### src/rtl/mult_div_sequencer.sv
// Multicycle MULT/MULTU/DIV/DIVU unit: shift-add multiply and restoring divide, one bit per cycle.
// Latency WIDTH+2 edges from start to done (2 edges for divide by zero); start ignored while not idle.
module mult_div_sequencer #(
  parameter int WIDTH = 32
) (
  input  logic             clk_i,
  input  logic             reset_i,
  input  logic             start_i,
  input  logic [1:0]       op_i,
  input  logic [WIDTH-1:0] a_i,
  input  logic [WIDTH-1:0] b_i,
  output logic             busy_o,
  output logic             done_o,
  output logic             div_zero_o,
  output logic [WIDTH-1:0] hi_o,
  output logic [WIDTH-1:0] lo_o
);

  localparam int CW = $clog2(WIDTH + 1);

  typedef enum logic [2:0] {S_IDLE, S_PREP, S_ITER, S_FIX, S_DONE} state_t;

  state_t           state_q, state_d;
  logic [1:0]       op_q, op_d;
  logic [WIDTH-1:0] a_q, a_d, b_q, b_d;
  logic [WIDTH-1:0] acc_q, acc_d, mq_q, mq_d, mcand_q, mcand_d;
  logic [CW-1:0]    cnt_q, cnt_d;
  logic             sign_q, sign_d, rsign_q, rsign_d;
  logic             dz_q, dz_d;
  logic [WIDTH-1:0] hi_q, hi_d, lo_q, lo_d;

  logic             signed_op, is_div;
  logic [WIDTH-1:0] a_mag, b_mag;
  logic [WIDTH:0]   shifted, add_a, add_b;
  logic [WIDTH+1:0] sum;
  logic [2*WIDTH-1:0] prod, prod_neg;

  always_ff @(posedge clk_i or posedge reset_i) begin
    if (reset_i) begin
      state_q <= S_IDLE;
      op_q    <= '0;
      a_q     <= '0;
      b_q     <= '0;
      acc_q   <= '0;
      mq_q    <= '0;
      mcand_q <= '0;
      cnt_q   <= '0;
      sign_q  <= 1'b0;
      rsign_q <= 1'b0;
      dz_q    <= 1'b0;
      hi_q    <= '0;
      lo_q    <= '0;
    end else begin
      state_q <= state_d;
      op_q    <= op_d;
      a_q     <= a_d;
      b_q     <= b_d;
      acc_q   <= acc_d;
      mq_q    <= mq_d;
      mcand_q <= mcand_d;
      cnt_q   <= cnt_d;
      sign_q  <= sign_d;
      rsign_q <= rsign_d;
      dz_q    <= dz_d;
      hi_q    <= hi_d;
      lo_q    <= lo_d;
    end
  end

  // One shared adder: accumulate for multiply, trial-subtract (a + ~b + 1) for divide.
  always_comb begin
    signed_op = ~op_q[0];
    is_div    = op_q[1];
    a_mag     = (signed_op && a_q[WIDTH-1]) ? -a_q : a_q;
    b_mag     = (signed_op && b_q[WIDTH-1]) ? -b_q : b_q;
    shifted   = {acc_q, mq_q[WIDTH-1]};
    add_a     = is_div ? shifted : {1'b0, acc_q};
    if (is_div)
      add_b = ~{1'b0, mcand_q};
    else
      add_b = mq_q[0] ? {1'b0, mcand_q} : '0;
    sum       = {1'b0, add_a} + {1'b0, add_b} + {{(WIDTH+1){1'b0}}, is_div};
    prod      = {acc_q, mq_q};
    prod_neg  = -prod;
  end

  always_comb begin
    state_d = state_q;
    op_d    = op_q;
    a_d     = a_q;
    b_d     = b_q;
    acc_d   = acc_q;
    mq_d    = mq_q;
    mcand_d = mcand_q;
    cnt_d   = cnt_q;
    sign_d  = sign_q;
    rsign_d = rsign_q;
    dz_d    = dz_q;
    hi_d    = hi_q;
    lo_d    = lo_q;
    unique case (state_q)
      S_IDLE: begin
        if (start_i) begin
          op_d    = op_i;
          a_d     = a_i;
          b_d     = b_i;
          dz_d    = 1'b0;
          state_d = S_PREP;
        end
      end
      S_PREP: begin
        sign_d  = signed_op & (a_q[WIDTH-1] ^ b_q[WIDTH-1]);
        rsign_d = signed_op & a_q[WIDTH-1];
        acc_d   = '0;
        cnt_d   = '0;
        mcand_d = is_div ? b_mag : a_mag;
        mq_d    = is_div ? a_mag : b_mag;
        // Zero divisor skips the iterations but still commits through FIX.
        if (is_div && (b_q == '0)) begin
          dz_d    = 1'b1;
          state_d = S_FIX;
        end else begin
          state_d = S_ITER;
        end
      end
      S_ITER: begin
        cnt_d = cnt_q + 1'b1;
        if (is_div) begin
          if (sum[WIDTH+1]) begin
            acc_d = sum[WIDTH-1:0];
            mq_d  = {mq_q[WIDTH-2:0], 1'b1};
          end else begin
            acc_d = shifted[WIDTH-1:0];
            mq_d  = {mq_q[WIDTH-2:0], 1'b0};
          end
        end else begin
          acc_d = sum[WIDTH:1];
          mq_d  = {sum[0], mq_q[WIDTH-1:1]};
        end
        if (cnt_q == CW'(WIDTH - 1))
          state_d = S_FIX;
      end
      S_FIX: begin
        if (dz_q) begin
          hi_d = a_q;
          lo_d = '1;
        end else if (is_div) begin
          lo_d = sign_q  ? -mq_q  : mq_q;
          hi_d = rsign_q ? -acc_q : acc_q;
        end else begin
          {hi_d, lo_d} = sign_q ? prod_neg : prod;
        end
        state_d = S_DONE;
      end
      S_DONE:  state_d = S_IDLE;
      default: state_d = S_IDLE;
    endcase
  end

  assign busy_o     = (state_q == S_PREP) || (state_q == S_ITER) || (state_q == S_FIX);
  assign done_o     = (state_q == S_DONE);
  assign div_zero_o = dz_q;
  assign hi_o       = hi_q;
  assign lo_o       = lo_q;

endmodule
### config.mk
export PLATFORM = sky130hd
export DESIGN_NAME = mult_div_sequencer
export DESIGN_NICKNAME = d
export VERILOG_FILES = /design/src/rtl/mult_div_sequencer.sv
export SDC_FILE = /design/constraint.sdc
export NUM_CORES = 1
export LEC_CHECK = 0
export CAP_MARGIN = 20
export CORE_ASPECT_RATIO = 0.75
export CORE_MARGIN = 4
export CORE_UTILIZATION = 50
export CTS_CLUSTER_DIAMETER = 50
export DETAILED_ROUTE_END_ITERATION = 8
export GPL_TIMING_DRIVEN = 0
export PLACE_DENSITY = 0.82
export SYNTH_ARGS = -nofsm -noshare
export SYNTH_HDL_FRONTEND = slang
export SYNTH_SLANG_ARGS = --single-unit
### constraint.sdc
create_clock -name clk_i -period 15.5 [get_ports clk_i]
set_input_delay 3.875 -clock clk_i [delete_from_list [all_inputs] [get_ports clk_i]]
set_output_delay 3.875 -clock clk_i [all_outputs]
set_load 0.05 [all_outputs]
# ---- Word-level counts from Yosys, hierarchy flattened
# Index checks and enable logic that the tools add are counted.
dict set report totals {
  regBits 238
  input_bits 69
  output_inout_bits 67
  elab_cells 74
}
dict set report classes {
  n_addsub 8
  n_eq_ne 8
  n_mux 28
  bitwise 5
  n_reduce_logical 12
}
# operator n
set op_table {}
lappend op_table {{32-bit 2-to-1 mux} 14}
lappend op_table {{32-bit negation} 4}
lappend op_table {{32-bit one-hot mux with 2 select lines} 2}
lappend op_table {{33-bit 2-to-1 mux} 2}
lappend op_table {{64-bit 2-to-1 mux} 1}
lappend op_table {{64-bit negation} 1}
lappend op_table {{33-bit by 33-bit adder with 34-bit output} 1}
lappend op_table {{34-bit by 1-bit adder with 34-bit output} 1}
lappend op_table {{32-bit inverter with 33-bit output} 1}
lappend op_table {{32-bit logical NOT} 1}
lappend op_table {{3-bit one-hot mux with 4 select lines} 1}
lappend op_table {{6-bit one-hot mux with 2 select lines} 1}
lappend op_table {{6-bit by 1-bit adder with 6-bit output, second input constant} 1}
lappend op_table {{3-bit by 2-bit == test with 1-bit output, second input constant} 2}
lappend op_table {{6-bit by 5-bit == test with 1-bit output, second input constant} 1}
lappend op_table {{3-bit 2-to-1 mux} 2}
lappend op_table {{2-bit inequality test, second input constant} 3}
lappend op_table {{1-bit 2-to-1 mux} 4}
lappend op_table {{2-bit AND reduction} 2}
lappend op_table {{2-bit nonzero test} 2}
lappend op_table {{3-bit by 1-bit == test with 1-bit output, second input constant} 1}
lappend op_table {{3-bit == test, second input constant} 1}
lappend op_table {{1-bit logical AND} 3}
lappend op_table {{3-bit logical NOT} 1}
lappend op_table {{other kinds (6)} 8}

# ---- Depth between registers and ports, before layout
# Gate-level depths: netlist (run 1).
dict set report depth {
  depth_word 7
  depth_mapped 18
  ltp_nobuf 16
}

# ---- Worst setup path after synthesis (run 1)
# Ideal clock, no wire load.
dict set report synth_timing {
  path_kind {input-to-reg}
  start {in start_i}
  end {reg a_q[12]}
  setup_time_ns 0.125
  arrival_time_ns 5.345
  required_time_ns 15.375
  setup_slack_ns 10.030
  stages 4
  path_buffers 2
  cell_sequence {nor4b_1 clkbuf_1 clkbuf_1 mux2_2}
}
dict set report synth_between {
  elab_chain_len 1
}
# element line_no
set synth_lines {}
lappend synth_lines {{from (decl)} 8} ;# input logic start_i,
lappend synth_lines {{2-bit AND reduction (no source line)} n/a}
lappend synth_lines {{to (signal assigned)} 42} ;# a_q <= '0;
lappend synth_lines {{to (signal assigned)} 56} ;# a_q <= a_d;
lappend synth_lines {{to (decl)} 25} ;# logic [WIDTH-1:0] a_q, a_d, b_q, b_d;
# Every way passes these cells.
# A chain may end at the register's enable or synchronous reset.

# ---- Final worst setup path (run 1)
dict set report layout_timing {
  start {in start_i}
  end {reg op_q[1]}
}
dict set report layout_between {
  elab_chain_len 1
}
# element line_no
set layout_lines {}
lappend layout_lines {{2-bit AND reduction (no source line)} n/a}
lappend layout_lines {{to (signal assigned)} 55} ;# op_q <= op_d;
lappend layout_lines {{to (decl)} 24} ;# logic [1:0] op_q, op_d;
# Every way passes these cells.

==> results of run 1 <==
critical path, stage by stage:
cell	delay (ns)
clkdlybuf4s50_1	0.55
nor4b_2	0.82
clkbuf_1	0.53
clkbuf_1	0.73
nand2_1	0.28
o21ai_0	0.19
worst max-delay path by stage:
stage | endpoint | slack, ns | cells past startpoint
2_1_floorplan | a_q[0] | 5.09 | 1
3_3_place_gp | a_q[22] | 2.07 | 2
3_5_place_dp | a_q[11] | 8.60 | 5
4_1_cts | a_q[11] | 9.20 | 5
5_1_grt | acc_q[31] | 9.00 | 15
6_report | op_q[1] | 8.97 | 6
layout make-up:
type,instances,area [sq um],area share [%]
inverters,27,109,0.588
clock inverters,11,145,0.784
flip-flops and latches,238,5960,32.2
repair buffers,136,1380,7.45
plain buffers,127,484,2.62
well taps,399,499,2.70
multi-input cells,1408,9200,49.7
clock buffers,36,739,3.99
stage by stage:
stage | utilization [%] | hold WS (ns) | std cells
final | 60.5 | 0.486 | 2382
after detailed placement | 57.6 | 0.480 | 2335
after floorplan | - | 0.459 | 1800
after global routing | 60.5 | 0.512 | 2382
after global placement | 57.4 | 0.468 | 2334
after CTS | 60.5 | 0.493 | 2382
registers in the layout, summed over array words and instances (netlist names):
register and count:
mq_q 32, mcand_q 32, sign_q 1, div_zero_o 1
lo_o 32, op_q 2, acc_q 32, a_q 32
cnt_q 6, state_q 3, hi_o 32, b_q 32
rsign_q 1
cell usage in the layout (no fill, tap or decap), types with 10 or more instances in the layout:
master and instances:
nand2b_1 17, and3_1 15, a21oi_1 129, clkbuf_1 116
nor2_1 119, mux2i_1 45, nand2_1 221, o21a_1 12
inv_1 25, a21o_1 13, clkdlybuf4s50_1 135, o22ai_1 18
ha_1 37, mux2_2 86, o221ai_1 38, o22a_1 33
a31oi_1 23, o21ai_0 205, nand3_1 23, dfrtp_1 238
and2_1 11, o31ai_1 31, nand4_1 13, xnor2_1 87
buf_1 11, or3_1 17, o41ai_1 10, nor2b_1 10
nor3_1 35, xor2_1 57, clkbuf_16 27, nor4_1 12
routing by layer:
metal,global-route usage (%),vias to the layer above,part of all wire (%)
li1,-,6880,-
met1,48.1,7549,42
met2,46.9,1007,40
met3,11.6,120,14
met4,9.19,4,3.3
met5,2.30,-,0.20
cells by family (layout without fill, tap and decap cells):
group | after synthesis | after routing | share of synthesized area (%)
fa+ha+maj | 39 | 39 | 3.20
simple gates | 530 | 530 | 15.8
mux | 131 | 131 | 9.02
flops | 238 | 238 | 37.8
buf+inv | 154 | 337 | 3.72
compound gates | 564 | 564 | 22.4
xor+xnor | 144 | 144 | 8.01
==> metrics.cfg, run 1 <==
[hold_path]
hp-start = hi_o[17]
min_to = hi_o[17]
min_path_type = register to register
hold_path_depth = 2

[logic_synthesis]
ys_types = 70
yosysWarnings = 0
ys_top_cells_by_area = dfrtp_1 (38%), o21ai_0 (6.5%), mux2_2 (6.2%), nand2_1 (5.3%), xnor2_1 (4.8%)
async_flop_share_pct = 100
syn_nets = 1908
synth_common_cells = dfrtp_1 (238), nand2_1 (221), o21ai_0 (205), a21oi_1 (129), nor2_1 (119)
avgSynthCellArea_sq_um = 8.74
synth_edf_count = 0
synth.most_common_cell = dfrtp_1
synth_seq_cells = 238
yosys.area.top_type = dfrtp_1
syn_area_sq_mm = 0.0157
syn_inst = 1800
ys_seq_area_share_pct = 37.8
synth_top_area_share_pct = 37.8
synthFlopType = dfrtp_1

[cts]
post_cts_buffers = 0
clock_path_buffers = 3
cts-resized-gates = 0
cts_made_buffers = 27
cts_sinks = 238
cts_tree = built
clk_pin_slew_ns = 0.06
clock-root-buffer = clkbuf_16
hold_buffers = 0
clk_latency_ns = 0.56
h-tree-depth = 1

[detailed_routing]
remaining_drc_errors = 0
vias = 15560
drt_wl_total_mm = 58.6
drt_pre_antenna_iters = 6
drt_iter0_markers = 1977
avgRoutedWirePerCell_microns = 24.6
viasPerCell = 6.53
ant_nets = 0

[grt]
grt_overflow = 0
grt_max_degree = 129
antenna_found_initial = 3
grt_pass1_wl_mm = 88.5
grt_pass1_vias = 14559
grt_usage_pct = 33.2

[setup_path]
cp-start-kind = input pin
cp_max_fo = 10
worstSetupStartpoint = start_i
arrival_ns = 6.99
r2r-end = acc_q[4]
path_class = input pin to register
cp_data_required_time_ns = 15.95
worstReg2RegStart = op_q[1]
rr_worst_depth = 15
reg2reg_slack_ns = 9.20
end_kind = register

[die]
rows = 55
dieHeight_microns = 162
num_io_pins = 136
core_sq_mm = 0.0306
dieWidth_microns = 213
start_util_pct = 51.4
fp.dieArea_sq_mm = 0.0344

[status]
outcome = complete, no violations

[layout]
fillers = 2652
fin_nets = 2073
fin_area_sq_mm = 0.0185
diodes = 0
syn_to_final_growth_pct = 17.6
drive_gt1_share_pct = 7.92

[sta]
fin_crit_ns = 6.53
setup_viol = 0
max_freq_mhz = 153
slew_violations = 0
tightest_slew_ns = 0.976
hold_viol_final = 0
tns_ns = 0
setup_ws_ns = 8.97
clock_skew_ns = 0.0204
timing.final.crit_share_pct = 42.2
max_slew_margin_pct = 34.8
rsz0062_at_grt = no

[place]
pre_cts_ws_ns = 8.60
postPlaceCellArea_sq_mm = 0.0176
place_congestion = 1.03
io_buffers = 135
dp_hpwl_mm = 45.3

[run]
drv_cap = 0

Power of run 1 is not shown: default switching activity piles up to over one toggle a cycle in this logic, so the estimate is an artifact.
==> inputs of run 2 (changes only) <==
==> constraint.sdc (replaced) <==
create_clock -name clk_i -period 6.1 [get_ports clk_i]
set_input_delay 1.525 -clock clk_i [delete_from_list [all_inputs] [get_ports clk_i]]
set_output_delay 1.525 -clock clk_i [all_outputs]
set_load 0.05 [all_outputs]
==> run 2 against run 1 <==
  * Sequential share of layout area decreased by 0.15 points
  * Non-clock buffer count rose by 5
  * Largest cell class unchanged
  * Worst hold slack got worse by 0.0039 ns
  * Register-to-register slack got worse by 9.0 ns
  * Clock skew shrank 0.0097 ns
  * Global-route usage rose by 0.25 points
==> metrics.cfg, run 2 (synthesized netlist as in run 1, its figures left out) <==
[cts]
post_cts_buffers = 0  ; unchanged
clock_path_buffers = 3  ; unchanged
h-tree-depth = 1  ; unchanged
clk_latency_ns = 0.56  ; about the same
cts_sinks = 238  ; unchanged
cts_made_buffers = 27  ; unchanged
cts-resized-gates = 0  ; unchanged
clock-root-buffer = clkbuf_16
hold_buffers = 0  ; unchanged
clk_pin_slew_ns = 0.06  ; about the same
cts_tree = built

[place]
pre_cts_ws_ns = 0.0357  ; -8.56 ns
place_congestion = 0.979  ; -5.2%
io_buffers = 135  ; unchanged
postPlaceCellArea_sq_mm = 0.0177  ; +0.50%
dp_hpwl_mm = 45.6  ; +0.73%

[layout]
drive_gt1_share_pct = 8.50  ; +0.58 points
diodes = 0  ; unchanged
layout.cells.most_common = dfrtp_1
fillers = 2610  ; -1.6%
final_cell_mix = dfrtp_1 (238), nand2_1 (221), o21ai_0 (205)
multiInputGateArea_sq_mm = 0.00920  ; unchanged
seq_area_sq_mm = 0.00596  ; unchanged
syn_to_final_growth_pct = 18.2
final_util_pct = 60.7  ; +0.28 points
fin_area_sq_mm = 0.0186  ; +0.46%
fin_nets = 2078  ; +0.24%

[sta]
timing.final.crit_share_pct = 96.6
clock_skew_ns = 0.0107  ; -0.00975 ns
setup_viol = 0  ; unchanged
hold_viol_final = 0  ; unchanged
rsz0062_at_grt = no
tightest_slew_ns = 0.987  ; +0.0104 ns
slew_violations = 0  ; unchanged
fin_crit_ns = 5.89
setup_ws_ns = 0.209  ; -8.76 ns
max_freq_mhz = 170
max_slew_margin_pct = 34.1  ; -0.69 points

[setup_path]
worstReg2RegStart = op_q[1]
path_class = register to register
rr_worst_depth = 15  ; unchanged
cp-start-kind = register
arrival_ns = 6.33  ; -0.66 ns
cp_data_required_time_ns = 6.54  ; -9.41 ns
r2r-end = acc_q[31]
cp_max_fo = 10  ; unchanged
reg2reg_slack_ns = 0.21  ; -8.99 ns
end_kind = register

[grt]
grtUsageMet3_pct = 11.9  ; +0.29 points
grtUsageMet2_pct = 47.2  ; +0.23 points
antenna_found_initial = 1  ; -2
grt_pass1_vias = 14890  ; +2.3%
top_usage_layer = met1
grt_max_degree = 46  ; -64%
met1_usage_pct = 47.9  ; -0.23 points
grt_usage_pct = 33.4  ; +0.25 points
grt_pass1_wl_mm = 89.2  ; +0.85%
grt_overflow = 0  ; unchanged

[die]
start_util_pct = 51.4  ; unchanged
core_sq_mm = 0.0306  ; unchanged
num_io_pins = 136  ; unchanged
rows = 55  ; unchanged
dieHeight_microns = 162  ; unchanged
dieWidth_microns = 213  ; unchanged
fp.dieArea_sq_mm = 0.0344  ; unchanged

[detailed_routing]
viasPerCell = 6.51  ; -0.29%
vias = 15547  ; -0.084%
ant_nets = 0  ; unchanged
remaining_drc_errors = 0  ; unchanged
drt_iter0_markers = 1892  ; -4.3%
avgRoutedWirePerCell_microns = 24.6  ; about the same
drt_wl_total_mm = 58.7  ; +0.16%
drt_pre_antenna_iters = 6  ; unchanged

[hold_path]
hp-start = hi_o[29]
min_to = hi_o[29]
min_path_type = register to register
hold_path_depth = 2  ; unchanged

[run]
drv_cap = 0  ; unchanged

[status]
outcome = complete, no violations

[run 2: cell count changes in the layout (fill, tap and decap cells not counted), sizes merged]
cell,change
buf,+4
inv,+3
clkbuf,-1
clkinv,+1
bufinv,-2
[run 2: worst max path at each step]
| stage | startpoint | endpoint | slack [ns] |
|---|---|---|---|
| floorplan | reset_i | a_q[0] | 1.46 |
| global placement | reset_i | hi_o[21] | -0.30 |
| detailed placement | op_q[1] | acc_q[6] | 0.04 |
| CTS | op_q[1] | acc_q[16] | 0.001 |
| global route | op_q[1] | acc_q[31] | 0.18 |
| finish | op_q[1] | acc_q[31] | 0.21 |
[run 2: metal layers]
metal / part of all wire [%] / vias up
met1: 41 / 7470
met2: 40 / 1054
met4: 4.2 / 0
met5: 0 / -
met3: 14 / 151
li1: - / 6872
[run 2: critical path, stage by stage, from the launching register on]
cell and delay, ns:
dfrtp_1 0.40, clkbuf_1 0.55, clkbuf_1 0.58, clkbuf_2 0.43
clkbuf_2 0.41, o21ai_0 0.26, ha_1 0.34, nor2b_1 0.15
o31ai_1 0.48, a211o_1 0.29, a31oi_1 0.19, o211ai_1 0.42
and2_0 0.26, clkbuf_1 0.59, a21oi_1 0.09, o31ai_1 0.32
[run 2: per-stage QoR]
step	instances	TNS [ns]	hold slack [ns]
floorplan	1800	0	0.459
global placement	2334	-62.59	0.465
detailed placement	2340	0	0.471
CTS	2387	0	0.485
global route	2387	0	0.508
finish	2387	0	0.482
[run 2: layout make-up]
| cell class | instances | share of cell area [%] |
|---|---|---|
| buffer | 127 | 2.62 |
| multi-input combinational | 1408 | 49.5 |
| timing repair buffer | 141 | 7.91 |
| clock inverter | 13 | 0.673 |
| tap | 399 | 2.68 |
| sequential | 238 | 32.0 |
| inverter | 27 | 0.565 |
| clock buffer | 34 | 4.04 |
Power of run 2 is left out for the same reason.
